### src/rtl/bit_logic_unit.sv
// Bitwise logic unit (AND/OR/XOR/NOR) with an optional multi-beat accumulate mode.
// A single output register provides pass-through valid/ready backpressure.
module bit_logic_unit #(
  parameter int WIDTH  = 32,
  parameter bit ACC_EN = 1'b1
) (
  input  logic             clock,
  input  logic             reset_n,
  input  logic             in_valid,
  output logic             in_ready,
  input  logic [WIDTH-1:0] in_a,
  input  logic [WIDTH-1:0] in_b,
  input  logic [1:0]       op,
  input  logic             acc_mode,
  input  logic             in_last,
  output logic             out_valid,
  input  logic             out_ready,
  output logic [WIDTH-1:0] out_data,
  output logic             out_zero
);

  typedef enum logic {
    IDLE = 1'b0,
    ACC  = 1'b1
  } state_t;

  state_t           state_q, state_d;
  logic [WIDTH-1:0] acc_q, acc_d;
  logic [1:0]       op_q, op_d;
  logic             out_valid_q, out_valid_d;
  logic [WIDTH-1:0] out_data_q, out_data_d;
  logic             out_zero_q, out_zero_d;

  logic             fire;
  logic             acc_beat;
  logic [WIDTH-1:0] first_res;
  logic [WIDTH-1:0] fold_res;

  function automatic logic [WIDTH-1:0] apply_op(input logic [1:0] sel,
                                                 input logic [WIDTH-1:0] x,
                                                 input logic [WIDTH-1:0] y);
    logic [WIDTH-1:0] r;
    case (sel)
      2'b00:   r = x & y;
      2'b01:   r = x | y;
      2'b10:   r = x ^ y;
      default: r = ~(x | y);
    endcase
    return r;
  endfunction

  // Ready depends only on the output register and out_ready, never on in_valid.
  assign in_ready  = !out_valid_q || out_ready;
  assign fire      = in_valid && in_ready;
  assign acc_beat  = ACC_EN && acc_mode;
  assign first_res = apply_op(op, in_a, in_b);
  assign fold_res  = apply_op(op_q, acc_q, in_a);

  always_comb begin
    state_d     = state_q;
    acc_d       = acc_q;
    op_d        = op_q;
    out_valid_d = out_valid_q;
    out_data_d  = out_data_q;

    if (out_valid_q && out_ready) begin
      out_valid_d = 1'b0;
    end

    if (fire) begin
      if (!acc_beat) begin
        // Plain beat; also aborts any sequence in progress.
        out_valid_d = 1'b1;
        out_data_d  = first_res;
        acc_d       = '0;
        state_d     = IDLE;
      end else if (state_q == IDLE) begin
        if (in_last) begin
          out_valid_d = 1'b1;
          out_data_d  = first_res;
        end else begin
          acc_d   = first_res;
          op_d    = op;
          state_d = ACC;
        end
      end else begin
        // In ACC only in_a is folded, using the op captured at sequence start.
        if (in_last) begin
          out_valid_d = 1'b1;
          out_data_d  = fold_res;
          acc_d       = '0;
          state_d     = IDLE;
        end else begin
          acc_d = fold_res;
        end
      end
    end

    out_zero_d = (out_data_d == '0);
  end

  always_ff @(posedge clock or negedge reset_n) begin
    if (!reset_n) begin
      state_q     <= IDLE;
      acc_q       <= '0;
      op_q        <= 2'b00;
      out_valid_q <= 1'b0;
      out_data_q  <= '0;
      out_zero_q  <= 1'b1;
    end else begin
      state_q     <= state_d;
      acc_q       <= acc_d;
      op_q        <= op_d;
      out_valid_q <= out_valid_d;
      out_data_q  <= out_data_d;
      out_zero_q  <= out_zero_d;
    end
  end

  assign out_valid = out_valid_q;
  assign out_data  = out_data_q;
  assign out_zero  = out_zero_q;

endmodule

### config.mk
export PLATFORM = sky130hd
export DESIGN_NAME = bit_logic_unit
export DESIGN_NICKNAME = d
export VERILOG_FILES = /design/src/rtl/bit_logic_unit.sv
export SDC_FILE = /design/constraint.sdc
export NUM_CORES = 1
export LEC_CHECK = 0
export ABC_AREA = 1
export CAP_MARGIN = 20
export CELL_PAD_IN_SITES_DETAIL_PLACEMENT = 2
export CELL_PAD_IN_SITES_GLOBAL_PLACEMENT = 2
export CORE_MARGIN = 2
export CORE_UTILIZATION = 33
export DETAILED_ROUTE_END_ITERATION = 16
export GPL_TIMING_DRIVEN = 0
export PLACE_DENSITY_LB_ADDON = 0.3
export RECOVER_POWER = 25
export SLEW_MARGIN = 15
export SYNTH_ARGS = -nofsm -noshare
export SYNTH_HDL_FRONTEND = slang
export SYNTH_SLANG_ARGS = --single-unit
### constraint.sdc
create_clock -name clock -period 3.4 [get_ports clock]
set_clock_uncertainty 0.2 [all_clocks]
set_input_delay 0.51 -clock clock [delete_from_list [all_inputs] [get_ports clock]]
set_output_delay 0.51 -clock clock [all_outputs]
set_load 0.05 [all_outputs]
==> results by group <==
Outcome
  – Status: complete, but fails checks
  – Violations in the final reports: max-capacitance violations, max-slew violations

Placement
  – Post-DP HPWL: 30200 µm
  – RD Place Congestion: around 0.88
  – IO buf count: a little over 100
  – Place WS: -0.310 ns

Floorplanning
  – Core area: between 0.02 and 0.025 mm²
  – Initial cell density of the core: roughly a third
  – FP Rows: 57
  – Ports: 107
  – Die Ht: around 160 µm
  – Die width: between 150 and 200 µm
  – DIE AREA: 0.0262 mm²

Critical path
  – Crit path max fanout: 10
  – Most used cell, CP: nand2_1
  – Crit path kind: primary input to register
  – Slowest stage delay, CP: about 0.67 ns
  – FF-to-FF path depth: 14
  – Crit path capture type: register
  – Critical path required time: between 3 and 4 ns
  – CP Launch Point: out_ready
  – Flop2flop setup slack: approximately 0.33 ns
  – CP endpoint: out_zero
  – Worst R2R End: out_zero
  – FF-to-FF Start: out_valid
  – Crit path cell chain: clkdlybuf4s50_1, inv_1, nand2_1, nand2_1, inv_1, clkbuf_1, nand2_1, inv_1, nand2_1, nand2_1, nand2_1, inv_1, nand2_1, nor2_1, nand2_1, nor2_1
  – Critical Path AT: 3.40 ns
  – CP max stage cell: clkbuf_1
  – Setup crit start kind: primary input

CTS
  – Skew-Pair Late Insertion Delay: between 0.3 and 0.4 ns
  – Clk buf depth: 2
  – CTS tree: done
  – CTS H-tree depth: 3
  – CTS buffer count: 9
  – CTS root buf: clkbuf_16
  – Total setup buffers inserted after CTS: 0
  – CTS clock-pin slew for the worst setup and hold paths: 0.07 ns
  – CTS sink cnt: 69

Power and ir drop
  – Design Power: roughly 4.4 mW
  – Combinational share of power: approximately half
  – Total leakage power: approximately 5.3 nW
  – P_sw: around 2.2 mW
  – P_int: 2.25 mW
  – Pwr per Cell Area: 444 mW/mm²
  – Sw frac: about half
  – Peak VDD IR: between 200 and 250 µV
  – Flop pwr share: between 20% and 30%
  – Clock share of power: approximately 25%

Yosys
  – Cell area after technology mapping: slightly above 0.008 mm²
  – Seq/Total Area, Yosys: about a fifth
  – Post-Synth Adder-Cell Area: 19.4%
  – Top cells by count, synth: nand2_1, inv_1, nand3_1
  – Top-count cell post-synth: nand2_1
  – Post-Syn Instances: 1337
  – Syn_nets: around 1500
  – Post-synthesis mux area share: 0%
  – Post-Synth Simple-Gate Area: 32.3%
  – Seq cells post-synth: just under 70
  – Compound-cell area share of the yosys netlist: between 10% and 20%
  – Area contributors post-synth: dfrtp_1, ha_1, nand2_1
  – Synth Warn #: 0
  – Top_reg_cell synth: dfrtp_1
  – Avg Cell Area, Syn: around 6 µm²
  – Area leader, netlist: dfrtp_1
  – Post-synth EDFFs: 0
  – Netlist cell types: 23
  – Xor and xnor area share after synthesis: 0%
  – Largest family of logic cells by synthesized area: simple AND/OR/NAND/NOR gates
  – Synth async-reset ratio: 100%
  – Synth top area share: ~21%

Worst hold path
  – Hold Path Class: register to register

Drt
  – Drt pass-1 iters: 5
  – Via Count: just under 10000
  – Via-to-Cell Ratio: between 5 and 6
  – Post-DRT Antenna Nets: 0
  – Detailed Route Iter0 Violations: around 680
  – DRC violations left: 0
  – Final wirelength: around 42000 µm
  – Wire length per cell: roughly 24 µm

Final layout
  – Final nets: 1653
  – Seq. cell area: between 0.0015 and 0.002 mm²
  – Multi-input logic area: around 0.0052 mm²
  – Area Overhead vs Synth: 21.4%
  – Share of post-route cells with drive strength above 1: roughly 4.2%
  – Fill cell count: 3123
  – N_diodes: 0

STA
  – Worst hold slack: 0.357 ns
  – Post-layout minimum cycle time: roughly 3.3 ns
  – Rel. slew slack: -25.7%
  – RSZ-0062 raised after global routing: false
  – Fin. max-slew vios: 27
  – Final Hold Fails: 0
  – Share of the clock period used by the worst path: 97.0%
  – Final setup fails: 0
  – Worst Slack Setup Final: between 0.1 and 0.15 ns
  – Fmax: between 300 and 400 MHz
  – Setup TNS: 0 ns
  – Worst slew pin tran: between 1.5 and 2 ns

Global route
  – Grt peak-use layer: met2
  – First-pass GRT wire length: about 64000 µm
  – Global Route met1 Usage: between 30% and 40%
  – GRT overflow: 0
  – Largest net degree at the start of global routing: 45
  – GRT met3 Usage: ~4.4%
  – Antenna violations before repair: 0
  – Vias in the first global route: 10900
  – GRT Overall Usage: between 30% and 40%
  – Met2 Use GR: around 55%

Run
  – Max Cap Violations: 1
[state kept, by name, indices dropped and copies added, names as in the netlist]
register,cells
out_zero,1
state_q,1
out_data,32
out_valid,1
op_q,2
acc_q,32
[metrics by stage]
| stage | std cells | area [µm²] | util (%) |
|---|---|---|---|
| 2_1_floorplan | 1337 | 8240 | - |
| 3_3_place_gp | 1764 | 9670 | 39.7 |
| 3_5_place_dp | 1765 | 9700 | 39.8 |
| 4_1_cts | 1782 | 10000 | 41.1 |
| 5_1_grt | 1782 | 10000 | 41.0 |
| 6_report | 1782 | 10000 | 41.0 |
[routing by layer]
| metal | wire [µm] | share of wire [%] |
|---|---|---|
| met5 | 0 | 0 |
| met4 | 2260 | 5.4 |
| met3 | 2490 | 5.9 |
| met2 | 20000 | 48 |
| met1 | 17200 | 41 |
[cell type report]
cell class              count  share of cell area, %
multi-input cells         935                   51.8
clock inverters             7                  0.901
repair buffers            105                   10.4
well taps                 324                   4.05
clock buffers               9                   2.25
inverters                 260                   9.76
plain buffers              73                   3.49
flip-flops and latches     69                   17.3
[worst min path at each step]
stage | from | to | slack, ns | depth (start not counted)
after CTS | acc_mode | acc_q[18] | 0.36 | 3
after detailed placement | reset_n | acc_q[22] | 0.29 | 1
after floorplan | reset_n | acc_q[0] | 0.01 | 0
after global routing | acc_mode | acc_q[18] | 0.39 | 3
final | out_valid | out_valid | 0.36 | 2
after global placement | out_valid | out_valid | 0.32 | 2
[critical path, delay by kind of cell]
| family | cells | cell delay [ns] |
|---|---|---|
| and+or+nand+nor | 10 | 1.31 |
| buffers and inverters | 6 | 1.57 |
[layout by cell type, fill, tap and decap left out]
| cell type | count |
|---|---|
| a21oi_1 | 34 |
| a31oi_1 | 12 |
| a31oi_4 | 1 |
| and2_1 | 1 |
| buf_1 | 7 |
| buf_2 | 23 |
| buf_4 | 8 |
| buf_6 | 2 |
| bufinv_16 | 2 |
| clkbuf_1 | 33 |
| clkbuf_16 | 9 |
| clkbuf_2 | 1 |
| clkbuf_4 | 1 |
| clkdlybuf4s50_1 | 102 |
| clkinv_1 | 1 |
| clkinv_2 | 3 |
| clkinvlp_4 | 2 |
| dfrtp_1 | 68 |
| dfstp_2 | 1 |
| dlygate4sd3_1 | 1 |
| ha_1 | 128 |
| inv_1 | 255 |
| inv_2 | 4 |
| nand2_1 | 385 |
| nand2_2 | 1 |
| nand3_1 | 223 |
| nand4_1 | 3 |
| nor2_1 | 13 |
| nor2_2 | 3 |
| o21ai_0 | 126 |
| o21ai_1 | 5 |
[power groups by stage]
stage                     sequential (mW)  clock (mW)  combinational (mW)
after floorplan                      1.29           0                1.07
after global placement               1.05           0                2.10
after detailed placement             1.06           0                2.21
after CTS                            1.04        1.12                2.25
after global routing                 1.06        1.14                2.47
final                                1.05        1.12                2.27
[timing repair]
action | in CTS | in global routing
setup endpoints to repair | 0 | 1
hold buffers | 1 | 0
gates resized for setup | 0 | 3
hold endpoints to repair | 25 | 0
[cells by family (layout without fill, tap and decap cells)]
family | count (synthesis) | after routing
flip-flops | 69 | 69
adder cells (fa/ha/maj) | 128 | 128
buffers and inverters | 333 | 454
AO/OA/AOI/OAI | 178 | 178
AND/OR/NAND/NOR | 629 | 629
(Power assumes the default switching activity.)
